**src/rtl/qnigma_pkg.sv**
```systemverilog
// Shared types for the qnigma DNS path: hostname/address types,
// arbiter state encoding and the single-entry result cache record.
package qnigma_pkg;

    localparam int HOST_LEN = 16;
    localparam int HOST_LW  = $clog2(HOST_LEN + 1);

    typedef struct packed {
        logic [HOST_LEN*8-1:0] str;
        logic [HOST_LW-1:0]    lng;
    } hostname_t;

    typedef logic [127:0] ip_t;

    localparam int DNS_ARB_CLI_MAX = 8;
    localparam int DNS_ARB_AGE_W   = 16;

    typedef enum logic [1:0] {
        ARB_IDLE,
        ARB_ISSUE,
        ARB_WAIT,
        ARB_DONE
    } dns_arb_state_t;

    typedef struct packed {
        logic                     vld;
        hostname_t                host;
        ip_t                      addr;
        logic [DNS_ARB_AGE_W-1:0] age;
    } dns_arb_cache_t;

endpackage

```
**src/rtl/qnigma_rr_arb.sv**
```systemverilog
// Round-robin one-hot picker: first set request at or after ptr,
// wrapping modulo N. Purely combinational.
module qnigma_rr_arb #(
    parameter int N = 4,
    parameter int W = $clog2(N)
) (
    input  logic [N-1:0] req,
    input  logic [W-1:0] ptr,
    output logic [N-1:0] gnt,
    output logic [W-1:0] idx,
    output logic         hit
);

    logic [W-1:0] j;

    always_comb begin
        gnt = '0;
        idx = '0;
        hit = 1'b0;
        j   = '0;
        for (int i = 0; i < N; i++) begin
            j = W'((int'(ptr) + i) % N);
            if (!hit && req[j]) begin
                hit    = 1'b1;
                gnt[j] = 1'b1;
                idx    = j;
            end
        end
    end

endmodule

```
**src/rtl/qnigma_dns_arb.sv**
```systemverilog
// Round-robin arbiter sharing one DNS resolver among N_CLI clients.
// Optional one-entry result cache: define QNIGMA_DNS_ARB_CACHE_EN.
module qnigma_dns_arb
    import qnigma_pkg::*;
#(
    parameter int N_CLI         = 4,
    parameter int ARB_TIMEOUT_S = 10,
    parameter int CACHE_TTL_S   = 60
) (
    input  logic                  clk,
    input  logic                  rst,
    input  logic                  tick_s,
    input  logic [N_CLI-1:0]      cli_req,
    input  hostname_t [N_CLI-1:0] cli_hst,
    output logic [N_CLI-1:0]      cli_gnt,
    output logic [N_CLI-1:0]      cli_done,
    output logic                  cli_err,
    output ip_t                   cli_addr,
    output hostname_t             res_hostname,
    output logic                  res_req,
    input  logic                  res_acc,
    input  logic                  res_val,
    input  logic                  res_err,
    input  ip_t                   res_addr,
    output logic                  busy
);

    localparam int PW = $clog2(N_CLI);
    localparam int WW = $clog2(ARB_TIMEOUT_S + 1);
    localparam logic [WW-1:0] WD_MAX = WW'(ARB_TIMEOUT_S);

    dns_arb_state_t state, nxt;

    logic [N_CLI-1:0] pick_gnt;
    logic [PW-1:0]    pick_idx;
    logic             pick_hit;
    logic [PW-1:0]    rr;
    logic [PW-1:0]    idx;
    logic [WW-1:0]    wd;
    logic             prev_err;
    logic             acc_err;
    logic             fin_ok;
    logic             fin_err;
    logic             cache_hit;
    ip_t              cache_addr;

    qnigma_rr_arb #(.N(N_CLI)) u_pick (
        .req (cli_req),
        .ptr (rr),
        .gnt (pick_gnt),
        .idx (pick_idx),
        .hit (pick_hit)
    );

`ifdef QNIGMA_DNS_ARB_CACHE_EN
    localparam logic [DNS_ARB_AGE_W-1:0] TTL = DNS_ARB_AGE_W'(CACHE_TTL_S);

    dns_arb_cache_t cache;

    always_ff @(posedge clk) begin
        if (rst) begin
            cache <= '0;
        end else if (state == ARB_WAIT && fin_ok) begin
            cache.vld  <= 1'b1;
            cache.host <= res_hostname;
            cache.addr <= res_addr;
            cache.age  <= '0;
        end else if (tick_s && cache.age != TTL) begin
            cache.age <= cache.age + 1'b1;
        end
    end

    assign cache_hit  = cache.vld && (cache.age < TTL) &&
                        (cli_hst[pick_idx] == cache.host);
    assign cache_addr = cache.addr;
`else
    assign cache_hit  = 1'b0;
    assign cache_addr = '0;
`endif

    always_ff @(posedge clk) begin
        if (rst) state <= ARB_IDLE;
        else     state <= nxt;
    end

    // res_val outranks any error seen in the same cycle
    always_comb begin
        nxt     = state;
        fin_ok  = 1'b0;
        fin_err = 1'b0;
        unique case (state)
            ARB_IDLE: begin
                if (pick_hit) nxt = cache_hit ? ARB_DONE : ARB_ISSUE;
            end
            ARB_ISSUE: begin
                if (res_acc) nxt = ARB_WAIT;
            end
            ARB_WAIT: begin
                if (res_val) begin
                    fin_ok = 1'b1;
                    nxt    = ARB_DONE;
                end else if ((res_err && !prev_err) || acc_err ||
                             wd == WD_MAX) begin
                    fin_err = 1'b1;
                    nxt     = ARB_DONE;
                end
            end
            ARB_DONE: nxt = ARB_IDLE;
            default:  nxt = ARB_IDLE;
        endcase
    end

    always_ff @(posedge clk) begin
        if (rst) begin
            cli_gnt      <= '0;
            cli_done     <= '0;
            cli_err      <= 1'b0;
            cli_addr     <= '0;
            res_hostname <= '0;
            res_req      <= 1'b0;
            rr           <= '0;
            idx          <= '0;
            wd           <= '0;
            prev_err     <= 1'b0;
            acc_err      <= 1'b0;
        end else begin
            cli_done <= '0;
            if (tick_s && wd != WD_MAX &&
                (state == ARB_ISSUE || state == ARB_WAIT))
                wd <= wd + 1'b1;
            unique case (state)
                ARB_IDLE: begin
                    if (pick_hit) begin
                        idx          <= pick_idx;
                        cli_gnt      <= pick_gnt;
                        res_hostname <= cli_hst[pick_idx];
                        wd           <= '0;
                        acc_err      <= 1'b0;
                        if (cache_hit) begin
                            cli_done <= pick_gnt;
                            cli_err  <= 1'b0;
                            cli_addr <= cache_addr;
                        end else begin
                            res_req <= 1'b1;
                        end
                    end
                end
                ARB_ISSUE: begin
                    if (res_acc) begin
                        res_req  <= 1'b0;
                        prev_err <= res_err;
                        acc_err  <= res_err;
                    end
                end
                ARB_WAIT: begin
                    prev_err <= res_err;
                    if (fin_ok) begin
                        cli_done <= cli_gnt;
                        cli_err  <= 1'b0;
                        cli_addr <= res_addr;
                    end else if (fin_err) begin
                        cli_done <= cli_gnt;
                        cli_err  <= 1'b1;
                    end
                end
                ARB_DONE: begin
                    cli_gnt <= '0;
                    rr      <= (idx == PW'(N_CLI - 1)) ? '0 : idx + 1'b1;
                end
                default: ;
            endcase
        end
    end

    assign busy = (state != ARB_IDLE);

endmodule

```
**config.mk**
```make
export PLATFORM = sky130hd
export DESIGN_NAME = qnigma_dns_arb
export DESIGN_NICKNAME = d
export VERILOG_FILES = /design/src/rtl/qnigma_pkg.sv /design/src/rtl/qnigma_rr_arb.sv /design/src/rtl/qnigma_dns_arb.sv
export SDC_FILE = /design/constraint.sdc
export NUM_CORES = 1
export LEC_CHECK = 0
export ABC_CLOCK_PERIOD_IN_PS = 8100
export BUFFER_PORTS_ARGS = -buffer_cell sky130_fd_sc_hd__buf_4
export CAP_MARGIN = 10
export CORE_AREA = 2 2 367 369
export DETAILED_ROUTE_END_ITERATION = 10
export DIE_AREA = 0 0 369 371
export PLACE_DENSITY = 0.4
export SYNTH_ARGS = -nofsm -noshare
export SYNTH_HDL_FRONTEND = slang
export SYNTH_SLANG_ARGS = --single-unit
```
**constraint.sdc**
```tcl
create_clock -name clk -period 8.1 [get_ports clk]
set_input_delay 1.215 -clock clk [delete_from_list [all_inputs] [get_ports clk]]
set_output_delay 1.215 -clock clk [all_outputs]
set_load 0.05 [all_outputs]
```
==> results of run 1 <==
-- logic make-up after synthesis --
logic type,Yosys count
muxes,145
xor gates and xnor gates,4
adders and majority gates,15
and+or+nand+nor,605
buffers and inverters,164
AOI/OAI and AO/OA,441
DFF,283
-- final cells by class --
type	instances	area [sq um]	area share (%)
Clock inverter	14	168.9	0.7036
Antenna cell	14	35.03	0.1459
Clock buffer	59	1172	4.883
Multi-Input combinational cell	1210	7463	31.09
Sequential cell	283	5665	23.60
Inverter	12	45.04	0.1876
Timing Repair Buffer	960	7244	30.18
Tap cell	1768	2212	9.215
-- worst reg2reg max path: cells and delay by family (launching register included) --
kind / cells / cell delay [ns]
flops: 1 / 0.81
simple gates: 2 / 0.42
compound gates: 3 / 1.02
buf+inv: 3 / 1.46
mux: 1 / 0.48
fa+ha+maj: 1 / 0.55
-- final timing paths --
kind,cells after the start,to,slack (ns),from
worst max-delay path,10,res_hostname[120],3.29,rr[0]
worst min-delay path,2,cli_addr[117],0.45,cli_addr[117]
worst max register to register,10,res_hostname[120],3.29,rr[0]
worst min register to register,2,cli_addr[117],0.45,cli_addr[117]
-- per-layer routing --
layer | wire length (um) | vias up
met4 | 3827 | 48
met1 | 40860 | 7596
met2 | 49490 | 727
met5 | 286 | -
li1 | - | 7665
met3 | 9938 | 176
-- sequential cells by signal, indices dropped and copies added (netlist names) --
name,flops
res_hostname,133
cli_addr,128
cli_done,4
cli_gnt,4
wd,4
idx,2
rr,2
state,2
acc_err,1
cli_err,1
prev_err,1
res_req,1
-- power breakdown --
group	total, W	switching, W	internal, W	leakage (nW)
clock	0.00188	0.000799	0.00108	0.650
sequential	0.00200	0.000244	0.00176	2.32
combinational	0.00377	0.00262	0.00115	6.70
-- stage by stage --
| stage | setup WS [ns] | cell area, sq um |
|---|---|---|
| final | 3.289 | 24010 |
| after global routing | 2.839 | 24000 |
| after CTS | 3.219 | 23970 |
| after global placement | 3.317 | 22630 |
| after floorplan | 5.097 | 13850 |
| after detailed placement | 3.207 | 22630 |
-- cells in the mapped netlist, types with 11 or more instances --
master / instances / area [sq um]
ha_1: 15 / 187.7
inv_1: 11 / 41.29
or3_1: 134 / 838.3
o211ai_1: 266 / 1997
clkbuf_1: 90 / 337.8
mux2i_1: 141 / 1411
buf_2: 25 / 125.1
buf_4: 11 / 82.58
dfxtp_1: 283 / 5665
o21ai_0: 12 / 60.06
nand2_1: 419 / 1573
nor2_1: 22 / 82.58
a21oi_1: 133 / 665.6
buf_1: 17 / 63.81
==> impl_metrics.yaml, run 1 <==
run_status:
  outcome: "complete, no violations"
critical_path:
  cp_top_family: "buffers and inverters"
  worstPathRequired_ns: 8.62
  cp-end-kind: "flop"
  cp-start-kind: "flop"
  crit_path_cell_trace: "inv_2 > ha_1 > mux4_2 > nand2b_1 > o211a_4 > nor2_4 > buf_4 > buf_4 > o211ai_1 > o211ai_1"
  critPathBufInv: 3
  crit_arrival_ns: 5.33
  max_stage_delay_ns: 0.81
  critPathSlowestCell: "dfxtp_1"
  cp_max_fo: 47
  worstSetupPathType: "reg -> reg"
clocking:
  clk_latency_ns: 0.60
  cts_resized: 0
  post_cts.repair.setup_buffers: 0
  clock_sinks: 283
  clock_path_buffers: 3
  h-tree-depth: 2
  clkTransAtPathRegs_ns: 0.07
  ctsHoldBuffers: 0
  cts_root_buf: "clkbuf_16"
  cts_made_buffers: 40
  cts_tree: "yes"
synthesis:
  syn-mean-instance-area_sq_um: 8.357
  ys_seq_area_share_pct: 40.91
  synth_cells: 1657
  yosys.area_share.simple_pct: 19.47
  synth_compound_area_share_pct: 21.85
  synth_edf_count: 0
  synth_top_flop_cell: "dfxtp_1"
  synth-seq-cells: 283
  synth_top_family_by_area: "compound AO/OA/AOI/OAI gates"
  yosysUniqueCellTypes: 53
  ys_warn_count: 0
  syn_area_sq_mm: 0.01385
  ys_async_sr_fraction_pct: 0
  synth_nets: 2342
  synth_mux_area_share_pct: 10.71
  synth-xor-area-share_pct: 0.2530
  synth_fa_ha_area_share_pct: 1.355
route:
  wl_per_cell_um: 24.17
  drt_iter0_drc: 1071
  via_per_inst: 3.753
  drc: 0
  wirelength_mm: 104.4
  dr.pass1.iters: 5
  drtAntennaViolNets: 0
  num_vias: 16210
final_layout:
  finish.utilization_pct: 18.08
  drive_gt1_share_pct: 41.06
  final_cell_mix: "buf_4, nand2_1, dfxtp_1"
  layoutNonFillerInstCount: 4320
  area_growth_pct: 73.36
  fill_cells: 15080
  final_common_cell: "buf_4"
  finalNetCount: 3192
run:
  cap_violations: 0
floorplanning:
  die_w_um: 369
  initial_core_util_pct: 10.43
  row_count: 134
  die_h_um: 371
  dieArea_sq_mm: 0.1369
  fp.coreArea_sq_mm: 0.1328
  pin_count: 942
placed_design:
  gp_congestion: 0.8939
  dp_hpwl_mm: 82.00
  dp_cells: 4233
  portBuffers: 941
sta:
  drv_slew: 0
  tns_ns: 0
  finalHoldViolCount: 0
  worst_hold_slack_ns: 0.4529
  worstMarginPinSlew_ns: 0.9617
  fin_skew_ns: 0.01324
  rsz0062_at_grt: "false"
  period_needed_ns: 4.811
  slew_headroom_pct: 35.88
  setup_viol: 0
  post-route-period-util_pct: 59.40
  clock.fmax_mhz: 207.9
grt:
  grt_pass1_vias: 16170
  globalRouteMet2Util_pct: 23.52
  grt.busiest_layer: "met2"
  met3_usage_pct: 6.089
  use_met1_pct: 16.53
  grt_overflow: 0
  grt_max_degree: 134
  antenna_found_initial: 46
  grt.total_usage_pct: 14.44
  grt_pass1_wl_mm: 136.8
worst_hold_path:
  hp-class: "reg -> reg"
power:
  fin_total_pwr_w: 0.007646
  pwr_density_cell_mw_per_mm2: 318.5
  ir_drop_uv: 134.9
  leakagePower_nw: 9.664
No activity file was read; power rests on OpenSTA's default activity.
==> run 2: changes to the inputs <==
Settings changed: ABC_CLOCK_PERIOD_IN_PS 8100 to 4750, CORE_AREA 2 2 367 369 to 2 2 362 364, DIE_AREA 0 0 369 371 to 0 0 364 366.
Clock period 8.1 ns to 4.75 ns, I/O delays scaled along.
==> run 2 against run 1 <==
Net effect:
- final cell count down 0.51%
- setup slack worse by 2.1 ns
- largest power group unchanged
- sequential power up 74%
- die area down 2.7%
- combinational power up 74%
- design area up 0.64%
- fmax up 34%
- first-iteration DRC count down 2.5%
- clock skew up 0.019 ns
- sequential share of layout area down 0.15 points
- highest routed layer unchanged
- flip-flop and latch count unchanged
==> impl_metrics.yaml, run 2 (synthesis results as in run 1) <==
run_status:
  outcome: "complete, no violations"
sta:
  setup_viol: 0
  slew_headroom_pct: 41.31
  clock.fmax_mhz: 278.4
  post-route-period-util_pct: 75.62
  tns_ns: 0
  worstMarginPinSlew_ns: 0.8804
  finalHoldViolCount: 0
  drv_slew: 0
  period_needed_ns: 3.592
  fin_skew_ns: 0.03250
  rsz0062_at_grt: "false"
grt:
  grt_max_degree: 134
  grt_pass1_vias: 16300
  antenna_found_initial: 37
  grt.total_usage_pct: 14.44
  grt.busiest_layer: "met2"
  use_met1_pct: 17.36
  met3_usage_pct: 5.225
  globalRouteMet2Util_pct: 23.76
  grt_overflow: 0
  grt_pass1_wl_mm: 135.3
final_layout:
  fill_cells: 14610
  multiInputGateArea_sq_mm: 0.007463
  final_cell_mix: "buf_4, nand2_1, dfxtp_1"
  regArea_sq_mm: 0.005665
  largest_reg_flops: 133
  final_area_sq_mm: 0.02416
  final_common_cell: "buf_4"
  regMostFlops: "res_hostname"
  area_growth_pct: 74.46
  drive_gt1_share_pct: 41.42
  finalNetCount: 3204
  reg_top3: "res_hostname x133, cli_addr x128"
clocking:
  cts_made_buffers: 42
  post_cts.repair.setup_buffers: 0
  clock_sinks: 283
  clkTransAtPathRegs_ns: 0.06
  clk_latency_ns: 0.59
  clock_path_buffers: 3
  ctsHoldBuffers: 0
  h-tree-depth: 2
  cts_root_buf: "clkbuf_16"
  cts_resized: 0
  cts_tree: "yes"
placed_design:
  placed_area_sq_mm: 0.02276
  dp_hpwl_mm: 81.08
  portBuffers: 941
  gp_congestion: 0.9206
critical_path:
  crit_end: "res_hostname[112]"
  worstReg2RegStart: "rr[1]"
  cp.depth: 10
  critPathSlowestCell: "ha_1"
  cp-start-kind: "flop"
  cp-end-kind: "flop"
  reg2regPathDepth: 10
  crit_arrival_ns: 4.02
  worst_r2r_endpoint: "res_hostname[112]"
  max_stage_delay_ns: 0.52
  reg2reg_slack_ns: 1.16
  worstSetupPathType: "reg -> reg"
  crit_start: "rr[1]"
  crit_path_cell_trace: "buf_4 > inv_1 > ha_1 > mux4_2 > nand2b_1 > o211a_4 > buf_12 > or3_1 > o211ai_1 > o211ai_1"
  cp_max_fo: 122
  critPathBufInv: 3
  cp_top_family: "simple AND/OR/NAND/NOR gates"
  worstPathRequired_ns: 5.18
  crit_top_cell: "o211ai_1"
power:
  ir_drop_uv: 333.2
  leakagePower_nw: 9.768
  fin_total_pwr_w: 0.01329
  pwr_density_cell_mw_per_mm2: 550.3
floorplanning:
  die_w_um: 364
  initial_core_util_pct: 10.74
  die_h_um: 366
  pin_count: 942
  fp.coreArea_sq_mm: 0.1290
  dieArea_sq_mm: 0.1332
  row_count: 132
route:
  wirelength_mm: 101.1
  drt_iter0_drc: 1044
  drc: 0
  dr.pass1.iters: 5
  via_per_inst: 3.789
  wl_per_cell_um: 23.51
  num_vias: 16290
  drtAntennaViolNets: 0
worst_hold_path:
  hp-class: "in -> reg"
run:
  cap_violations: 0
-- run 2: changes by cell type in the layout (fill, tap and decap cells not counted), sizes merged --
| cell | before | now |
|---|---|---|
| clkinv | 6 | 7 |
| diode | 14 | 4 |
| inv | 15 | 17 |
| buf | 960 | 970 |
| clkinvlp | 3 | 4 |
-- run 2: power breakdown --
| part | switching, W | leakage, nW | internal [W] |
|---|---|---|---|
| sequential | 0.000484 | 2.32 | 0.00300 |
| clock | 0.00135 | 0.674 | 0.00189 |
| combinational | 0.00455 | 6.78 | 0.00202 |
| total | 0.00638 | 9.77 | 0.00691 |
-- run 2: cell type report --
cell class              instances  area share [%]
well taps                    1742           9.022
clock inverters                18          0.7613
clock buffers                  59           4.987
flip-flops and latches        283           23.45
inverters                      12          0.1864
diodes                          4         0.04143
multi-input cells            1210           30.89
repair buffers                970           30.66
-- run 2: worst min-delay path by stage --
stage	end	from	slack, ns	depth (start not counted)
after floorplan	idx[1]	idx[1]	0.44	2
after global placement	cli_addr[2]	cli_addr[2]	0.44	2
after detailed placement	cli_addr[116]	cli_addr[116]	0.45	2
after CTS	cli_addr[101]	res_addr[101]	0.29	3
after global routing	cli_addr[103]	res_addr[103]	0.33	3
final	cli_addr[125]	res_addr[125]	0.36	3
-- run 2: per-stage QoR --
stage | hold slack (ns) | util, % | setup slack [ns] | cells
detailed placement | 0.4466 | 17.65 | 1.261 | 4217
global placement | 0.4429 | 17.65 | 1.379 | 4217
global route | 0.3260 | 18.73 | 1.010 | 4297
floorplan | 0.4400 | - | 1.967 | 1657
finish | 0.3629 | 18.73 | 1.158 | 4298
CTS | 0.2944 | 18.72 | 1.228 | 4294
-- run 2: per-layer routing --
metal  vias to the layer above  wire length [um]
li1                       7688                 -
met2                       722             46750
met3                       148              9278
met1                      7699             41730
met4                        30              3107
met5                         -               192
-- run 2: worst reg2reg max path, stage by stage (launching register included) --
cell	delay (ns)
dfxtp_1	0.31
buf_4	0.18
inv_1	0.14
ha_1	0.52
mux4_2	0.49
nand2b_1	0.22
o211a_4	0.22
buf_12	0.19
or3_1	0.80
o211ai_1	0.22
o211ai_1	0.15
==> run 3: changes to the inputs <==
Settings changed: ABC_CLOCK_PERIOD_IN_PS 4750 to 3000, CORE_AREA 2 2 362 364 to 2 2 369 371, DIE_AREA 0 0 364 366 to 0 0 371 373.
Clock period 4.75 ns to 3 ns, I/O delays scaled along.
==> run 3 against run 2 <==
Net effect:
- design area up 2.6%
- power up 61%
- final cell count up 2.2%
- critical path type unchanged
- critical endpoint is now res_hostname[122]
==> impl_metrics.yaml, run 3 (synthesis results as in run 1) <==
clocking:
  post_cts.repair.setup_buffers: 0
  cts_made_buffers: 41
  clock_path_buffers: 3
  ctsHoldBuffers: 0
  clkTransAtPathRegs_ns: 0.06
  h-tree-depth: 2
  clock_sinks: 283
  cts_root_buf: "clkbuf_16"
  clk_latency_ns: 0.58
  cts_tree: "yes"
sta:
  worstMarginPinSlew_ns: 0.7376
  tns_ns: 0
  clock.fmax_mhz: 351.3
  finalHoldViolCount: 0
  slew_headroom_pct: 50.83
  worst_slack_ns: 0.1536
  post-route-period-util_pct: 94.88
  period_needed_ns: 2.846
  setup_viol: 0
  drv_slew: 0
  fin_skew_ns: 0.01560
  rsz0062_at_grt: "false"
grt:
  grt_pass1_wl_mm: 140.4
  grt_pass1_vias: 16800
  grt_max_degree: 141
  grt.total_usage_pct: 14.54
  antenna_found_initial: 44
  grt_overflow: 0
critical_path:
  cp-end-kind: "flop"
  worstPathRequired_ns: 3.46
  cp_max_fo: 51
  crit_path_cell_trace: "inv_1 > ha_2 > mux4_2 > nand2b_1 > o211a_4 > buf_12 > buf_12 > or3_1 > o211ai_1 > o211ai_1"
  max_stage_delay_ns: 0.43
  cp-start-kind: "flop"
  critPathSlowestCell: "or3_1"
  worstSetupPathType: "reg -> reg"
  critPathBufInv: 3
  crit_arrival_ns: 3.31
  cp_top_family: "simple AND/OR/NAND/NOR gates"
power:
  internal-power_w: 0.01140
  seqPwrFrac_pct: 25.4
  pwr_density_cell_mw_per_mm2: 863.3
  ir_drop_uv: 320.5
  power_frac_clock_pct: 24.4
  switching_power_w: 0.01001
  fin_total_pwr_w: 0.02141
  leakagePower_nw: 10.10
  p_sw_share_pct: 46.76
  power_frac_comb_pct: 50.3
route:
  wirelength_mm: 105.3
  wl_met2_mm: 51.14
  wl_met3_mm: 9.544
  via_per_inst: 3.772
  num_vias: 16580
  drc: 0
  wl_met1_mm: 42.05
  drtAntennaViolNets: 0
  dr.pass1.iters: 7
  wl_per_cell_um: 23.96
  top_layer: "met5"
  drt_iter0_drc: 994
floorplanning:
  pin_count: 942
  fp.coreArea_sq_mm: 0.1346
  dieArea_sq_mm: 0.1384
  initial_core_util_pct: 10.29
  die_h_um: 373
  die_w_um: 371
  row_count: 135
final_layout:
  area_growth_pct: 79.07
  finish.utilization_pct: 18.42
  regMostFlops: "res_hostname"
  reg_top3: "res_hostname x133, cli_addr x128"
  largest_reg_flops: 133
  final_common_cell: "buf_4"
  finalNetCount: 3261
  final_cell_mix: "buf_4, nand2_1, dfxtp_1"
  final_area_sq_mm: 0.02480
  drive_gt1_share_pct: 42.80
run_status:
  outcome: "complete, no violations"
run:
  cap_violations: 0
worst_hold_path:
  hp-class: "in -> reg"
placed_design:
  pre_cts_ws_ns: 0.1517
  placed_area_sq_mm: 0.02337
  portBuffers: 941
  gp_congestion: 0.9038
  dp_hpwl_mm: 87.89
==> run 3: area by class of cell <==
class | instances | area [sq um]
antenna | 8 | 20.02
inverter | 12 | 45.04
timing repair buffer | 1028 | 7968
multi-input combinational | 1210 | 7466
fill | 15300 | 109800
clock inverter | 15 | 200.2
clock buffer | 57 | 1206
tap | 1781 | 2228
sequential | 283 | 5665
==> run 3: tightest hold or removal path, delay by kind of cell <==
kind | cells | cell delay (ns)
buffers and inverters | 1 | 0.11
and+or+nand+nor | 1 | 0.04
AOI/OAI and AO/OA | 1 | 0.05
==> run 3: final timing paths <==
check / to / cells after the start / slack [ns] / start
worst max-delay path: res_hostname[122] / 10 / 0.15 / rr[1]
worst min-delay path: cli_addr[80] / 3 / 0.12 / res_addr[80]
worst max register to register: res_hostname[122] / 10 / 0.15 / rr[1]
worst min register to register: cli_addr[47] / 2 / 0.45 / cli_addr[47]
==> run 3: layer usage <==
layer  track usage [%]  vias up
li1                  -     7794
met1             16.91     7891
met2             25.10      697
met3             5.398      146
met4             3.277       48
met5                 0        -
==> run 3: through the flow <==
| step | std cells | hold slack, ns |
|---|---|---|
| after global routing | 4390 | 0.06754 |
| after global placement | 4314 | 0.4432 |
| after detailed placement | 4314 | 0.4480 |
| final | 4394 | 0.1169 |
| after CTS | 4386 | 0.04224 |
| after floorplan | 1657 | 0.4400 |
==> run 3: timing repair <==
action,4_1_cts,5_1_grt
hold endpoints to repair,0,0
setup endpoints to repair,0,12
gates resized for setup,0,1
==> run 3: power by group through the flow <==
stage	registers, W	clock network, W	logic [W]
6_report	0.00543	0.00522	0.0108
5_1_grt	0.00554	0.00556	0.0113
4_1_cts	0.00543	0.00547	0.0109
3_5_place_dp	0.00550	0	0.0109
3_3_place_gp	0.00548	0	0.0109
2_1_floorplan	0.00851	0	0.00310
